==> src/rtl/obstacle_pkg.sv <==
// Shared types and constants for the obstacle pool and its scheduler.
package obstacle_pkg;

  typedef enum logic [1:0] {
    NONE         = 2'd0,
    CACTUS_SMALL = 2'd1,
    CACTUS_LARGE = 2'd2,
    PTERODACTYL  = 2'd3
  } type_t;

  typedef enum logic [1:0] {
    IDLE,
    WAIT,
    ARMED,
    FROZEN
  } sched_state_t;

  localparam int unsigned PTERO_MIN_SPEED = 8704;
  localparam int unsigned MULTI_SPEED     = 7168;

  // Rotation used when a type has repeated too often.
  function automatic type_t next_type(input type_t t, input logic ptero_ok);
    type_t r;
    case (t)
      CACTUS_SMALL: r = CACTUS_LARGE;
      CACTUS_LARGE: r = ptero_ok ? PTERODACTYL : CACTUS_SMALL;
      PTERODACTYL:  r = CACTUS_SMALL;
      default:      r = CACTUS_SMALL;
    endcase
    return r;
  endfunction

endpackage

==> src/rtl/obstacle_scheduler_if.sv <==
// Slot-side bundle between the scheduler and the obstacle instances.
interface obstacle_scheduler_if
  import obstacle_pkg::*;
#(
  parameter int unsigned SLOTS = 3
);

  logic [SLOTS-1:0]   remove;
  logic signed [10:0] x_pos [SLOTS];
  logic [9:0]         width [SLOTS];
  logic [10:0]        gap   [SLOTS];
  type_t              typ   [SLOTS];
  logic [1:0]         size  [SLOTS];
  logic [SLOTS-1:0]   start;

  modport master (
    input  remove, x_pos, width, gap,
    output typ, size, start
  );

  modport slave (
    output remove, x_pos, width, gap,
    input  typ, size, start
  );

endinterface

==> src/rtl/obstacle_type_picker.sv <==
// Combinational choice of the next obstacle type, its size and the updated repeat count.
module obstacle_type_picker
  import obstacle_pkg::*;
#(
  parameter int unsigned DUP_W           = 2,
  parameter int unsigned MAX_DUP         = 2,
  parameter int unsigned PTERO_MIN_SPEED = obstacle_pkg::PTERO_MIN_SPEED,
  parameter int unsigned MULTI_SPEED     = obstacle_pkg::MULTI_SPEED
) (
  input  logic [3:0]       rng,
  input  logic [14:0]      speed,
  input  type_t            last_type,
  input  logic [DUP_W-1:0] dup_cnt,
  output type_t            pick_type,
  output logic [1:0]       pick_size,
  output logic [DUP_W-1:0] dup_next
);

  logic  ptero_ok;
  logic  multi_ok;
  logic  at_limit;
  type_t cand;

  assign ptero_ok = 32'(speed) >= PTERO_MIN_SPEED;
  assign multi_ok = 32'(speed) >= MULTI_SPEED;
  assign at_limit = 32'(dup_cnt) >= MAX_DUP;

  always_comb begin
    case (rng[1:0])
      2'd0, 2'd1: cand = CACTUS_SMALL;
      2'd2:       cand = CACTUS_LARGE;
      default:    cand = ptero_ok ? PTERODACTYL : CACTUS_LARGE;
    endcase

    pick_type = cand;
    if (cand == last_type && at_limit) begin
      pick_type = next_type(cand, ptero_ok);
    end

    if (pick_type != last_type) begin
      dup_next = DUP_W'(1);
    end else if (at_limit) begin
      dup_next = dup_cnt;
    end else begin
      dup_next = dup_cnt + 1'b1;
    end

    pick_size = 2'd1;
    if (pick_type != PTERODACTYL && multi_ok) begin
      case (rng[3:2])
        2'd1:    pick_size = 2'd2;
        2'd2:    pick_size = 2'd3;
        default: pick_size = 2'd1;
      endcase
    end
  end

endmodule

==> src/rtl/obstacle_scheduler.sv <==
// Spawns obstacles into a fixed slot pool on frame ticks and frees slots on removal.
module obstacle_scheduler
  import obstacle_pkg::*;
#(
  parameter int unsigned SLOTS           = 3,
  parameter int unsigned SCREEN_WIDTH    = 600,
  parameter int unsigned CLEAR_FRAMES    = 180,
  parameter int unsigned MAX_DUP         = 2,
  parameter int unsigned PTERO_MIN_SPEED = obstacle_pkg::PTERO_MIN_SPEED,
  parameter int unsigned MULTI_SPEED     = obstacle_pkg::MULTI_SPEED
) (
  input  logic        clk,
  input  logic        rst,
  input  logic        update,
  input  logic        run,
  input  logic        crash,
  input  logic [14:0] speed,
  input  logic [10:0] rng_data,
  obstacle_scheduler_if.master slots
);

  localparam int unsigned IDX_W = (SLOTS > 1) ? $clog2(SLOTS) : 1;
  localparam int unsigned CLR_W = ($clog2(CLEAR_FRAMES + 1) > 0) ? $clog2(CLEAR_FRAMES + 1) : 1;
  localparam int unsigned DUP_W = ($clog2(MAX_DUP + 1) > 0) ? $clog2(MAX_DUP + 1) : 1;

  sched_state_t       state;
  sched_state_t       state_next;
  logic [CLR_W-1:0]   clear_cnt;
  logic [DUP_W-1:0]   dup_cnt;
  logic [DUP_W-1:0]   dup_next;
  type_t              last_type;
  type_t              pick_type;
  logic [1:0]         pick_size;
  logic [IDX_W-1:0]   last_slot;
  logic [IDX_W-1:0]   target;
  logic               last_valid;
  type_t              typ_q  [SLOTS];
  logic [1:0]         size_q [SLOTS];
  logic [SLOTS-1:0]   start_q;
  logic [SLOTS-1:0]   free;
  logic               any_free;
  logic               last_free;
  logic               gap_ok;
  logic               clear_last;
  logic               evaluate;
  logic               spawn;
  logic               flush;
  logic signed [12:0] reach;
  logic               rng_unused;

  assign rng_unused = ^rng_data[10:4];

  always_comb begin
    free = '0;
    for (int unsigned i = 0; i < SLOTS; i++) begin
      free[i] = (typ_q[i] == NONE) || slots.remove[i];
    end
  end

  always_comb begin
    target   = '0;
    any_free = 1'b0;
    for (int unsigned i = 0; i < SLOTS; i++) begin
      if (free[i] && !any_free) begin
        target   = IDX_W'(i);
        any_free = 1'b1;
      end
    end
  end

  assign last_free = !last_valid || free[last_slot];
  assign reach = {{2{slots.x_pos[last_slot][10]}}, slots.x_pos[last_slot]}
               + {3'b000, slots.width[last_slot]}
               + {2'b00, slots.gap[last_slot]};
  assign gap_ok = reach < $signed(13'(SCREEN_WIDTH));

  // The update that completes the clear delay is itself a spawn opportunity.
  assign clear_last = (32'(clear_cnt) + 32'd1) >= CLEAR_FRAMES;
  assign evaluate   = update && !crash &&
                      ((state == ARMED) || (state == WAIT && clear_last));
  assign spawn      = run && evaluate && any_free && (last_free || gap_ok);
  assign flush      = rst || !run || (state == IDLE);

  obstacle_type_picker #(
    .DUP_W          (DUP_W),
    .MAX_DUP        (MAX_DUP),
    .PTERO_MIN_SPEED(PTERO_MIN_SPEED),
    .MULTI_SPEED    (MULTI_SPEED)
  ) u_picker (
    .rng      (rng_data[3:0]),
    .speed    (speed),
    .last_type(last_type),
    .dup_cnt  (dup_cnt),
    .pick_type(pick_type),
    .pick_size(pick_size),
    .dup_next (dup_next)
  );

  always_ff @(posedge clk) begin
    if (rst) begin
      state <= IDLE;
    end else begin
      state <= state_next;
    end
  end

  always_comb begin
    state_next = state;
    case (state)
      IDLE:    if (run) state_next = WAIT;
      WAIT:    if (update && clear_last) state_next = ARMED;
      ARMED:   if (crash) state_next = FROZEN;
      FROZEN:  if (!crash) state_next = ARMED;
      default: state_next = IDLE;
    endcase
    if (!run) begin
      state_next = IDLE;
    end
  end

  always_ff @(posedge clk) begin
    if (flush) begin
      clear_cnt <= '0;
    end else if (state == WAIT && update && 32'(clear_cnt) != CLEAR_FRAMES) begin
      clear_cnt <= clear_cnt + 1'b1;
    end
  end

  always_ff @(posedge clk) begin
    if (flush) begin
      for (int unsigned i = 0; i < SLOTS; i++) begin
        typ_q[i]  <= NONE;
        size_q[i] <= 2'd1;
      end
      start_q    <= '0;
      last_slot  <= '0;
      last_valid <= 1'b0;
      last_type  <= NONE;
      dup_cnt    <= '0;
    end else begin
      start_q <= '0;
      if (state == WAIT || state == ARMED) begin
        for (int unsigned i = 0; i < SLOTS; i++) begin
          if (slots.remove[i]) typ_q[i] <= NONE;
        end
      end
      // Later assignment lets a spawn override a same-cycle removal of its slot.
      if (spawn) begin
        typ_q[target]   <= pick_type;
        size_q[target]  <= pick_size;
        start_q[target] <= 1'b1;
        last_slot       <= target;
        last_valid      <= 1'b1;
        last_type       <= pick_type;
        dup_cnt         <= dup_next;
      end
    end
  end

  for (genvar g = 0; g < SLOTS; g++) begin : g_out
    assign slots.typ[g]  = typ_q[g];
    assign slots.size[g] = size_q[g];
  end
  assign slots.start = start_q;

endmodule
==> src/flat_wrapper.sv <==
// flat-port wrapper written by rule: the top's interface ports become plain ports
module obstacle_scheduler_flat import obstacle_pkg::*;
#(
  parameter int unsigned SLOTS           = 3,
  parameter int unsigned SCREEN_WIDTH    = 600,
  parameter int unsigned CLEAR_FRAMES    = 180,
  parameter int unsigned MAX_DUP         = 2,
  parameter int unsigned PTERO_MIN_SPEED = obstacle_pkg::PTERO_MIN_SPEED,
  parameter int unsigned MULTI_SPEED     = obstacle_pkg::MULTI_SPEED
)
  (clk, rst, update, run, crash, speed, rng_data, slots_remove, slots_x_pos, slots_width, slots_gap, slots_typ, slots_size, slots_start);
  obstacle_scheduler_if #(.SLOTS(SLOTS)) slots_i ();
  input  logic clk;
  input  logic rst;
  input  logic update;
  input  logic run;
  input  logic crash;
  input  logic [14:0] speed;
  input  logic [10:0] rng_data;
  input wire logic [$bits(slots_i.remove)-1:0] slots_remove;
  input wire logic [$bits(slots_i.x_pos)-1:0] slots_x_pos;
  input wire logic [$bits(slots_i.width)-1:0] slots_width;
  input wire logic [$bits(slots_i.gap)-1:0] slots_gap;
  output wire logic [$bits(slots_i.typ)-1:0] slots_typ;
  output wire logic [$bits(slots_i.size)-1:0] slots_size;
  output wire logic [$bits(slots_i.start)-1:0] slots_start;
  assign slots_i.remove = slots_remove;
  assign slots_i.x_pos = {>>{slots_x_pos}};
  assign slots_i.width = {>>{slots_width}};
  assign slots_i.gap = {>>{slots_gap}};
  assign slots_typ = {>>{slots_i.typ}};
  assign slots_size = {>>{slots_i.size}};
  assign slots_start = slots_i.start;
  obstacle_scheduler #(.SLOTS(SLOTS), .SCREEN_WIDTH(SCREEN_WIDTH), .CLEAR_FRAMES(CLEAR_FRAMES), .MAX_DUP(MAX_DUP), .PTERO_MIN_SPEED(PTERO_MIN_SPEED), .MULTI_SPEED(MULTI_SPEED)) u_core (.clk(clk), .rst(rst), .update(update), .run(run), .crash(crash), .speed(speed), .rng_data(rng_data), .slots(slots_i));
endmodule
==> config.mk <==
export PLATFORM = sky130hd
export DESIGN_NAME = obstacle_scheduler_flat
export DESIGN_NICKNAME = d
export VERILOG_FILES = /design/src/rtl/obstacle_pkg.sv /design/src/rtl/obstacle_scheduler_if.sv /design/src/rtl/obstacle_type_picker.sv /design/src/rtl/obstacle_scheduler.sv /design/src/flat_wrapper.sv
export SDC_FILE = /design/constraint.sdc
export NUM_CORES = 1
export LEC_CHECK = 0
export ABC_AREA = 1
export CAP_MARGIN = 20
export CORE_MARGIN = 5
export CORE_UTILIZATION = 44
export CTS_CLUSTER_SIZE = 12
export DETAILED_ROUTE_END_ITERATION = 16
export HOLD_SLACK_MARGIN = 0.06
export PLACE_DENSITY = 0.82
export REMOVE_ABC_BUFFERS = 1
export SLEW_MARGIN = 20
export SYNTH_ARGS = -nofsm -noshare
export SYNTH_HDL_FRONTEND = slang
export SYNTH_SLANG_ARGS = --single-unit
==> constraint.sdc <==
create_clock -name clk -period 5.6 [get_ports clk]
set_input_delay 0.56 -clock clk [delete_from_list [all_inputs] [get_ports clk]]
set_output_delay 0.56 -clock clk [all_outputs]
set_load 0.01 [all_outputs]
==> results of run 1 <==
==> cells in the final DEF, fill, tap and decap left out, types with 4 or more instances in the layout <==
cell type	n
ha_1	32
xor2_1	16
clkdlybuf4s50_1	128
inv_1	67
nand3b_1	5
nor3_1	4
edfxtp_1	12
nand4_1	4
nand2_1	122
nor2_1	74
nand3_1	20
nand2_2	9
inv_2	5
clkbuf_8	5
dfxtp_1	20
o21ai_1	5
o21ai_0	78
a21oi_1	26
==> state kept, by name, summed over array words and instances, names as in the netlist <==
register,flops
u_core.last_valid,1
u_core.last_type,2
u_core.last_slot,2
u_core.typ_q,6
u_core.dup_cnt,2
u_core.clear_cnt,8
u_core.state,2
u_core.size_q,6
u_core.slots.start,3
==> stage by stage <==
step | instance area [um2] | std cells | utilization, % | setup slack, ns | hold slack [ns]
CTS | 4900 | 774 | 63.8 | 0.603 | 0.512
global placement | 4820 | 766 | 62.7 | 0.692 | 0.470
global route | 4900 | 774 | 63.8 | 0.0454 | 0.542
floorplan | 3390 | 533 | - | 1.08 | 0.451
detailed placement | 4820 | 766 | 62.7 | 0.532 | 0.501
finish | 4900 | 774 | 63.8 | 0.598 | 0.507
==> logic make-up after synthesis <==
group                      synth area share, %
DFF                                       22.0
xor gates and xnor gates                  4.57
AOI/OAI and AO/OA                         19.8
buffers and inverters                     10.0
and+or+nand+nor                           31.4
adders and majority gates                 12.2
==> final cells by class <==
cell class | count | area [um2] | area share (%)
Sequential cell | 32 | 761 | 15.5
Clock inverter | 1 | 5.00 | 0.102
Tap cell | 102 | 128 | 2.60
Timing Repair Buffer | 131 | 1300 | 26.6
Inverter | 74 | 283 | 5.77
Clock buffer | 7 | 76.3 | 1.56
Multi-Input combinational cell | 427 | 2350 | 47.9
==> metal layers <==
metal | vias up | GRT usage [%] | wire (um)
met4 | 0 | 4.52 | 120
met2 | 116 | 40.8 | 5460
met1 | 1820 | 23.5 | 4220
met3 | 13 | 4.67 | 735
met5 | - | 0 | 0
li1 | 2032 | - | -
==> worst paths after layout <==
path | from | to | slack, ns | cells past startpoint
worst min-delay path | u_core.last_valid | u_core.last_valid | 0.51 | 2
worst max-delay path | u_core.last_slot[0] | u_core.typ_q[1][0] | 0.60 | 28
worst max register to register | u_core.last_slot[0] | u_core.typ_q[1][0] | 0.60 | 28
worst min register to register | u_core.last_valid | u_core.last_valid | 0.51 | 2
==> power by group <==
group	switching [mW]	internal, mW
logic	0.165	0.166
clock network	0.0799	0.0870
registers	0.00218	0.244
==> worst min-delay path: cells and delay by family, from the launching register on <==
| kind | cells | cell delay (ns) |
|---|---|---|
| flops | 1 | 0.30 |
| compound gates | 1 | 0.09 |
| buf+inv | 1 | 0.06 |
==> out/metrics.yaml, run 1 <==
outcome:
  status: "finished clean"
pwr:
  p_leak_nw: 2.16
  power_mw: 0.744
  p_per_area_mw_per_mm2: 152
  ir_drop_v: 0.000193
worst_hold_path:
  min_path_type: "register to register"
placed_design:
  io_buffers: 128
  gp_congestion: 0.903
  dp_hpwl_um: 8560
layout:
  diodes: 0
  drive_above_1_share_pct: 5.36
  fin_nets: 834
  syn_to_final_growth_pct: 42.0
  fill_cells: 710
timing:
  max-slew-margin-rel_pct: 37.5
  setup_viol: 0
  worst_slew_pin_slew_ns: 0.934
  period_needed_ns: 5.00
  finClkSkew_ns: 0.00313
  fmax_mhz: 200
  min_period_over_period_pct: 89.3
  rsz0062_at_grt: "no"
  tns_ns: 0
  slew_viol_final: 0
  hold_viol: 0
global_routing:
  grt_max_degree: 35
  grt_pass1_vias: 3975
  grt_pass1_wl_um: 17500
  grt_overflow: 0
  track_usage_pct: 21.2
  antenna_found_initial: 0
worst_setup_path:
  cp_max_fo: 17
  path_buf_inv: 4
  end_kind: "register"
  start_kind: "register"
  crit_slowest_cell: "dfxtp_1"
  max_stage_delay_ns: 0.37
  critPathArrivalTime_ns: 4.99
  path_class: "register to register"
  critPathTopFamily: "compound AO/OA/AOI/OAI gates"
  crit_top_cell: "nand2_1"
  crit_required_ns: 5.59
flow_run:
  maxCapViolations: 0
clock_network:
  post_cts_buffers: 0
  cts.clk_slew.worst_paths_ns: 0.06
  clock_latency_ns: 0.28
  cts_hold_buffers: 0
  root_buffer: "clkbuf_8"
  numCtsBuffers: 5
  cts_max_level: 2
  cts_resized: 0
  cts.sinks: 32
  cts_tree: "yes"
  clk_path_buf_depth: 2
die:
  start_util_pct: 44.9
  die_area_mm2: 0.00972
  pin_count: 145
  die_h_um: 98.6
  rows: 32
  core_area_mm2: 0.00769
  fp.dieW_um: 98.6
logic_synthesis:
  yosysTopAreaCell: "nand2_1"
  netlist_top_cells_count: "nand2_1 (122), o21ai_0 (78), nor2_1 (74)"
  netlist_top_cells_area: "nand2_1 (13%), dfxtp_1 (12%), ha_1 (12%)"
  synth.top_cell.area_share_pct: 13.3
  synth_edf_count: 12
  yosys_most_used_dff: "dfxtp_1"
  syn_area_mm2: 0.00345
  synth_most_common_cell: "nand2_1"
  yosysWarnings: 0
  synth_cell_types: 38
  ys_seq_elements: 32
  ys_async_sr_fraction_pct: 0
  synth_area_per_cell_um2: 6.30
  yosysSeqAreaShare_pct: 22.0
  syn_inst: 548
route:
  avgViaCountPerCell: 5.14
  wl_um: 10500
  first_pass_iters: 4
  wl_per_cell_um: 13.6
  drt_iter0_drc: 152
  vias: 3981
  ant_nets: 0
  drt_drc_violations_left: 0
No activity file was read; power rests on OpenSTA's default activity.
==> run 2, diff against run 1 <==
REMOVE_ABC_BUFFERS = not set   (was 1)
==> run 2 against run 1 <==
Sequential power about the same. Final cell count rose by 0.26%. Utilization grew 0.59 points. Critical path type unchanged. Register-to-register slack is essentially flat. Die area unchanged. Worst setup slack improved by 0.014 ns. Maximum frequency is 0.28% higher. Critical endpoint is now u_core.typ_q[2][1]. Clock power is 34% higher. Critical path depth stayed put. Largest power group unchanged.
==> out/metrics.yaml, run 2 (synthesized netlist as in run 1, its figures left out) <==
worst_hold_path:
  hold_depth: 2  # unchanged
  hp-start: "u_core.last_valid"  # unchanged
  min_path_type: "register to register"  # unchanged
  min_to: "u_core.last_valid"  # unchanged
worst_setup_path:
  path_class: "register to register"  # unchanged
  critPathArrivalTime_ns: 4.99  # about the same
  timing.rr.start: "u_core.last_slot[1]"  # was u_core.last_slot[0]
  crit_slowest_cell: "nor2_8"  # was dfxtp_1
  max_stage_delay_ns: 0.43  # was 0.37 ns
  timing.rr.end: "u_core.typ_q[2][1]"  # was u_core.typ_q[1][0]
  reg2regPathDepth: 28  # unchanged
  start_kind: "register"  # unchanged
  cp_max_fo: 33  # was 17
  crit_required_ns: 5.60  # was 5.59 ns
  crit_top_cell: "nand2_1"  # unchanged
  rrSetupSlack_ns: 0.61  # was 0.60 ns
  end_kind: "register"  # unchanged
global_routing:
  track_usage_pct: 21.2  # about the same
  grt_pass1_vias: 3867  # was 3975
  antenna_found_initial: 0  # unchanged
  grt_pass1_wl_um: 17200  # was 17500 um
  grt_overflow: 0  # unchanged
  grt_max_degree: 34  # was 35
pwr:
  power_switching_mw: 0.265  # was 0.247 mW
  pwr-share-clk_pct: 27.7  # was 22.4%
  p_per_area_mw_per_mm2: 163  # was 152 mW/mm2
  p_leak_nw: 2.18  # was 2.16 nW
  intPower_mw: 0.541  # was 0.497 mW
  seqPwrFrac_pct: 30.6  # was 33.1%
  ir_drop_v: 0.000121  # was 0.000193 V
  p_comb_share_pct: 41.8  # was 44.5%
  swShare_pct: 32.9  # was 33.2%
  power_mw: 0.806  # was 0.744 mW
layout:
  fin_nets: 836  # was 834
  largest_registers: "u_core.clear_cnt: 8 flops, u_core.size_q: 6 flops, u_core.typ_q: 6 flops"  # unchanged
  syn_to_final_growth_pct: 43.3  # was 42.0%
  diodes: 0  # unchanged
  drive_above_1_share_pct: 5.93  # was 5.36%
  design_area_mm2: 0.00495  # was 0.00490 mm2
  regMostFlops: "u_core.clear_cnt"  # unchanged
  stdcell_count: 776  # was 774
  most-common-layout-cells: "clkdlybuf4s50_1 (128), nand2_1 (122), o21ai_0 (78)"  # unchanged
  utilization_pct: 64.4  # was 63.8%
  fill_cells: 699  # was 710
  largest_register_ffs: 8  # unchanged
  layout_commonest_cell: "clkdlybuf4s50_1"  # unchanged
clock_network:
  cts.sinks: 32  # unchanged
  clock_latency_ns: 0.29  # was 0.28 ns
  cts.clk_slew.worst_paths_ns: 0.07  # was 0.06 ns
  cts_hold_buffers: 0  # unchanged
  root_buffer: "clkbuf_8"  # unchanged
  cts_resized: 0  # unchanged
  clk_path_buf_depth: 2  # unchanged
  cts_tree: "yes"  # unchanged
  numCtsBuffers: 5  # unchanged
  post_cts_buffers: 0  # unchanged
  cts_max_level: 2  # unchanged
timing:
  fmax_mhz: 200  # about the same
  hold_viol: 0  # unchanged
  worst_slew_pin_slew_ns: 0.973  # was 0.934 ns
  rsz0062_at_grt: "no"  # unchanged
  fin_hold_ws_ns: 0.485  # was 0.507 ns
  slew_viol_final: 0  # unchanged
  min_period_over_period_pct: 89.1  # was 89.3%
  finClkSkew_ns: 0.00781  # was 0.00313 ns
  setup_slack_ns: 0.612  # was 0.598 ns
  max-slew-margin-rel_pct: 34.9  # was 37.5%
  tns_ns: 0  # unchanged
  setup_viol: 0  # unchanged
  period_needed_ns: 4.99  # was 5.00 ns
route:
  vias: 3964  # was 3981
  drt_drc_violations_left: 0  # unchanged
  wl_per_cell_um: 13.3  # was 13.6 um
  ant_nets: 0  # unchanged
  first_pass_iters: 5  # was 4
  wl_um: 10300  # was 10500 um
  drt_iter0_drc: 191  # was 152
  avgViaCountPerCell: 5.11  # was 5.14
placed_design:
  gp_congestion: 0.898  # was 0.903
  dp.cells: 768  # was 766
  dp_hpwl_um: 8420  # was 8560 um
  placed_area_mm2: 0.00484  # was 0.00482 mm2
  preCtsSetupSlack_ns: 0.604  # was 0.532 ns
  io_buffers: 128  # unchanged
die:
  die_h_um: 98.6  # unchanged
  pin_count: 145  # unchanged
  fp.dieW_um: 98.6  # unchanged
  start_util_pct: 44.9  # unchanged
  core_area_mm2: 0.00769  # unchanged
  rows: 32  # unchanged
  die_area_mm2: 0.00972  # unchanged
logic_synthesis:
  syn_nets: 711
flow_run:
  maxCapViolations: 0  # unchanged
outcome:
  status: "finished clean"  # unchanged
run 2: cell types whose count changed in the layout (fill, tap and decap cells not counted), sizes merged:
cell	before	now
buf	3	5
clkbuf	7	5
clkinvlp	0	1
bufinv	0	1
run 2: power groups by stage:
stage | logic (mW) | clock network (mW) | registers, mW
detailed placement | 0.332 | 0 | 0.252
finish | 0.336 | 0.223 | 0.246
global placement | 0.323 | 0 | 0.251
CTS | 0.334 | 0.227 | 0.246
floorplan | 0.200 | 0 | 0.252
global route | 0.382 | 0.237 | 0.247
run 2: worst max-delay path by stage:
stage                        start                  end  slack, ns  depth (start not counted)
5_1_grt        u_core.last_slot[1]   u_core.typ_q[2][0]       0.16                         28
3_5_place_dp       slots_x_pos[22]  u_core.size_q[1][0]       0.60                         27
3_3_place_gp       slots_x_pos[22]  u_core.size_q[1][0]       0.73                         27
4_1_cts        u_core.last_slot[1]   u_core.typ_q[2][1]       0.63                         28
2_1_floorplan  u_core.last_slot[0]  u_core.size_q[1][0]       1.46                         29
6_report       u_core.last_slot[1]   u_core.typ_q[2][1]       0.61                         28
run 2: layer usage:
metal  routed length (um)  track usage [%]
met1                 4470             26.4
met2                 5120             38.4
met3                  558             3.68
met4                  139             4.52
met5                    0                0
run 2: area by class of cell:
cell class	instances	area, um2	share of cell area [%]
multi-input cells	427	2350	47.4
clock inverters	3	42.5	0.860
flip-flops and latches	32	761	15.4
repair buffers	133	1320	26.7
clock buffers	5	68.8	1.39
inverters	74	283	5.72
well taps	102	128	2.58
run 2: critical path, delay by kind of cell, from the launching register on:
kind	cells	cell delay (ns)
AO/OA/AOI/OAI	8	1.27
flip-flops	1	0.37
XOR/XNOR	1	0.22
buffers and inverters	3	0.45
AND/OR/NAND/NOR	13	1.46
adder cells (fa/ha/maj)	3	0.86
==> RTL edit 1: new RTL, settings of run 2 <==
The 4 states of `sched_state_t` get a Gray code encoding in 2 bits.
--- a/src/rtl/obstacle_pkg.sv
+++ b/src/rtl/obstacle_pkg.sv
@@ -11,6 +11,6 @@
   typedef enum logic [1:0] {
-    IDLE,
-    WAIT,
-    ARMED,
-    FROZEN
+    IDLE   = 2'b00,
+    WAIT   = 2'b01,
+    ARMED  = 2'b11,
+    FROZEN = 2'b10
   } sched_state_t;
Function: no difference found for any inputs over 10 cycles, from zero or initial values; not proved beyond that.
==> RTL edit 1 against run 2 <==
Non-clock buffer count decreased by 4. Global-route usage decreased by 0.32 points. Design area decreased by 2.3%. Total power decreased by 1.1%. Setup slack got worse by 0.21 ns. Synthesized area decreased by 2.4%. Count of clock-buffer cells in the layout unchanged. Sequential cell count unchanged. Core utilization decreased by 0.82 points. Hold slack improved by 0.019 ns. Routed wire length decreased by 1.4%. Sequential share of layout area increased by 0.36 points.
==> RTL edit 1: results <==
{
  "timing.critical_path.arrival_ns": 5.20,
  "status": "completed",
  "wirelength_um": 10100,
  "yosysWarningCount": 0,
  "synthesis.area_per_instance_um2": 6.26,
  "vias_per_cell": 5.07,
  "total_number_of_nets_in_the_final_design": 818,
  "resized_cells_post_cts": 0,
  "fill_cells": 696,
  "grt_pass1_wl_um": 16900,
  "critical_path_peak_fanout": 21,
  "synth.net_count": 697,
  "grt_max_degree": 36,
  "worst_path_max_delay_cell": "sky130_fd_sc_hd__dfxtp_1",
  "worst_hold_path_type": "flop to flop",
  "post-synth-top-count-cell": "sky130_fd_sc_hd__nand2_1",
  "grt_usage_pct": 20.9,
  "gpl.final_weighted_congestion": 0.864,
  "antenna_left": 0,
  "worst_slew_pin_slew_ns": 0.729,
  "drt_iter0_markers": 110,
  "grt_antenna_before_repair": 0,
  "number_of_global_route_vias_before_repair": 3856,
  "p_leak_nw": 2.12,
  "setup_bufs_post_cts": 0,
  "ys_seq_area_share_pct": 22.6,
  "cts.reportedPaths.clkPinSlew_ns": 0.08,
  "yosysUniqueCellTypes": 39,
  "postSynth.topFlopCell": "sky130_fd_sc_hd__dfxtp_1",
  "drive_gt1_share_pct": 4.85,
  "route.detailed.wl_per_inst_um": 13.3,
  "clk-insertion-delay-late_ns": 0.29,
  "synth_async_sr_flop_share_pct": 0,
  "n_antenna_cell": 0,
  "clock-root-buffer": "sky130_fd_sc_hd__clkbuf_8",
  "dpl_wire_length_um": 8100,
  "worst_clock_skew_ns": 0.00856,
  "biggestRegsByFlops": "u_core.clear_cnt (8), u_core.size_q (6), u_core.typ_q (6)",
  "yosys-top-cells-area": "sky130_fd_sc_hd__nand2_1 13%, sky130_fd_sc_hd__o21ai_0 12%, sky130_fd_sc_hd__dfxtp_1 12%",
  "buffer_ports.inserted": 128,
  "detail_route.first_pass.iterations": 4,
  "ys_top_cells_by_count": "121 x sky130_fd_sc_hd__nand2_1, 82 x sky130_fd_sc_hd__o21ai_0, 78 x sky130_fd_sc_hd__nor2_1",
  "critical_path.max_stage_delay_ns": 0.79,
  "cts_max_level": 2,
  "placed_cells": 754,
  "number_of_flops_mapped_to_enable_cells_by_yosys": 12,
  "tritoncts_buffer_count": 5,
  "ir_drop_v": 0.000130,
  "cts_max_path_buffers": 2
}
## RTL edit 1: area by class of cell
class	instances	area [um2]	share of cell area, %
inverter	70	270	5.59
tap	102	128	2.64
multi-input combinational	421	2270	47.1
clock buffer	5	68.8	1.42
timing repair buffer	129	1290	26.7
clock inverter	3	42.5	0.880
sequential	32	761	15.7
## RTL edit 1: logic make-up after synthesis
family | Yosys count | synth area share, %
adders and majority gates | 29 | 11.0
xor gates and xnor gates | 17 | 4.42
DFF | 32 | 22.6
AOI/OAI and AO/OA | 130 | 21.1
buffers and inverters | 85 | 9.91
and+or+nand+nor | 245 | 31.0
## RTL edit 1: report_power, final
part	switching [mW]	internal [mW]	total, mW
registers	0.00169	0.242	0.244
clock network	0.0924	0.132	0.224
logic	0.163	0.165	0.329
total	0.257	0.539	0.796
## RTL edit 1: critical path, delay by kind of cell (launching register included)
| kind | cells | cell delay [ns] |
|---|---|---|
| compound gates | 8 | 1.35 |
| simple gates | 13 | 1.18 |
| fa+ha+maj | 3 | 0.85 |
| flops | 1 | 0.79 |
| buf+inv | 3 | 0.54 |
| xor+xnor | 1 | 0.18 |
## RTL edit 1: final timing paths
path	startpoint	endpoint	slack [ns]	cells after the start
setup / recovery	u_core.last_slot[0]	u_core.size_q[1][1]	0.40	28
hold reg to reg	u_core.state[1]	u_core.state[0]	0.50	1
hold / removal	u_core.state[1]	u_core.state[0]	0.50	1
setup reg to reg	u_core.last_slot[0]	u_core.size_q[1][1]	0.40	28
## RTL edit 1: layer usage
metal,share of wire (%),GRT usage [%]
met1,42,24.0
met2,51,38.8
met3,4.9,4.02
met5,0,0
met4,2.4,6.28
## RTL edit 1: per-stage QoR
step / area (um2) / hold slack [ns] / utilization, % / setup WS (ns)
after floorplan: 3370 / 0.446 / - / 1.47
after global placement: 4720 / 0.466 / 62.1 / 0.644
after detailed placement: 4720 / 0.483 / 62.1 / 0.462
after CTS: 4830 / 0.503 / 63.5 / 0.458
after global routing: 4830 / 0.516 / 63.5 / 0.0376
final: 4830 / 0.504 / 63.5 / 0.402
==> RTL edit 2: new RTL, flow settings as in run 2 <==
Made on the original files. `MAX_DUP` is set to 2 in 3 places; all go to 1.
--- a/src/rtl/obstacle_type_picker.sv
+++ b/src/rtl/obstacle_type_picker.sv
@@ -5,3 +5,3 @@
   parameter int unsigned DUP_W           = 2,
-  parameter int unsigned MAX_DUP         = 2,
+  parameter int unsigned MAX_DUP         = 1,
   parameter int unsigned PTERO_MIN_SPEED = obstacle_pkg::PTERO_MIN_SPEED,
--- a/src/rtl/obstacle_scheduler.sv
+++ b/src/rtl/obstacle_scheduler.sv
@@ -7,3 +7,3 @@
   parameter int unsigned CLEAR_FRAMES    = 180,
-  parameter int unsigned MAX_DUP         = 2,
+  parameter int unsigned MAX_DUP         = 1,
   parameter int unsigned PTERO_MIN_SPEED = obstacle_pkg::PTERO_MIN_SPEED,
--- a/src/flat_wrapper.sv
+++ b/src/flat_wrapper.sv
@@ -6,3 +6,3 @@
   parameter int unsigned CLEAR_FRAMES    = 180,
-  parameter int unsigned MAX_DUP         = 2,
+  parameter int unsigned MAX_DUP         = 1,
   parameter int unsigned PTERO_MIN_SPEED = obstacle_pkg::PTERO_MIN_SPEED,
Check against the original RTL: no difference found for any inputs over 10 cycles, from zero or initial values; that may be too few to reach the edited logic, so the function may still have changed.
==> RTL edit 2 against run 2 <==
Setup slack gained 0.067 ns. Design area shrank 3.7%. Combinational power shrank 3%. Non-clock buffer count increased by 1. Synthesized cell count shrank 4.4%. Routed wire length shrank 4.5%. Die area down 4.8%. Total power shrank 3.3%. Synthesized area down 5.3%. Sequential cell count down 1. Highest routed layer unchanged.
==> RTL edit 2: results <==
{
  "cts_max_path_buffers": 2,
  "synthesis.area_per_instance_um2": 6.24,
  "critical_path_peak_fanout": 32,
  "vias_per_cell": 5.13,
  "critical_path.max_stage_delay_ns": 0.54,
  "worst_path_max_delay_cell": "sky130_fd_sc_hd__dfxtp_1",
  "grtUsageMet2_pct": 41.7,
  "rr_worst_depth": 26,
  "drive_gt1_share_pct": 4.46,
  "route.detailed.wl_per_inst_um": 13.1,
  "ir_drop_v": 0.000258,
  "post_dp_cell_area_um2": 4660,
  "cts_max_level": 2,
  "grt_usage_pct": 21.3,
  "buffer_ports.inserted": 128,
  "yosysUniqueCellTypes": 37,
  "grt_max_degree": 34,
  "drt_iter0_markers": 130,
  "crit_family": "simple AND/OR/NAND/NOR gates",
  "yosys-top-cells-area": "sky130_fd_sc_hd__nand2_1 15%, sky130_fd_sc_hd__dfxtp_1 12%, sky130_fd_sc_hd__ha_1 11%",
  "wirelength_um": 9820,
  "fill_cells": 642,
  "yosysWarningCount": 0,
  "synth.net_count": 685,
  "timing.critical_path.to": "u_core.typ_q[0][1]",
  "dpl_wire_length_um": 8050,
  "resized_cells_post_cts": 0,
  "timing.critical_path.arrival_ns": 4.91,
  "clock-root-buffer": "sky130_fd_sc_hd__clkbuf_8",
  "ys_seq_area_share_pct": 22.6,
  "worst_clock_skew_ns": 0.00530,
  "grt_pass1_wl_um": 16000,
  "status": "completed",
  "gpl.final_weighted_congestion": 0.895,
  "p_leak_nw": 2.12,
  "use_met3_pct": 4.46,
  "ys_top_cells_by_count": "130 x sky130_fd_sc_hd__nand2_1, 78 x sky130_fd_sc_hd__nor2_1, 74 x sky130_fd_sc_hd__o21ai_0",
  "total_number_of_nets_in_the_final_design": 810,
  "number_of_global_route_vias_before_repair": 3801,
  "rr_endpoint": "u_core.typ_q[0][1]",
  "n_antenna_cell": 0,
  "reg2reg_setup_slack_ns": 0.68,
  "slew_headroom_pct": 58.3,
  "period_share_pct": 87.9,
  "grtUsageMet1_pct": 22.3,
  "placed_cells": 741,
  "worst_slack_placed_ns": 0.673,
  "startpoint": "u_core.last_slot[0]"
}
[RTL edit 2: cell count changes after synthesis, sizes merged, moves of 3 or more]
cell and change:
nand2 -3, o21ai -8, nor2 +6, xor2 -4
nand4 +3, xnor2 +3, inv -19
[RTL edit 2: logic make-up after synthesis]
family | count (synthesis) | share of synthesized area [%]
xor+xnor | 17 | 4.55
flops | 31 | 22.6
compound gates | 119 | 19.9
simple gates | 254 | 32.4
buf+inv | 72 | 8.38
fa+ha+maj | 31 | 12.1
[RTL edit 2: report_power, final]
part	leakage (nW)	total (mW)	internal [mW]	switching (mW)
Sequential	0.286	0.238	0.236	0.00203
Combinational	1.78	0.327	0.164	0.162
Clock	0.0556	0.214	0.130	0.0841
[RTL edit 2: cell type report]
| type | count | area [um2] | area share [%] |
|---|---|---|---|
| clock inverters | 3 | 38.8 | 0.814 |
| flip-flops and latches | 31 | 741 | 15.5 |
| inverters | 56 | 210 | 4.41 |
| well taps | 99 | 124 | 2.60 |
| clock buffers | 5 | 68.8 | 1.44 |
| repair buffers | 134 | 1330 | 27.8 |
| multi-input cells | 421 | 2260 | 47.3 |
[RTL edit 2: how the worst min path moves through the flow]
stage / start / endpoint / slack [ns] / cells past startpoint
3_5_place_dp: u_core.dup_cnt / u_core.dup_cnt / 0.45 / 2
2_1_floorplan: u_core.last_valid / u_core.last_valid / 0.42 / 2
5_1_grt: u_core.last_valid / u_core.last_valid / 0.48 / 2
4_1_cts: u_core.last_valid / u_core.last_valid / 0.46 / 2
3_3_place_gp: u_core.last_valid / u_core.last_valid / 0.44 / 2
6_report: u_core.dup_cnt / u_core.dup_cnt / 0.46 / 2
[RTL edit 2: layer usage]
layer	vias to the layer above	wire length (um)	share of wire, %
met2	145	4940	50
met5	-	0	0
li1	1971	-	-
met4	0	178	1.8
met1	1707	3760	38
met3	18	952	9.7
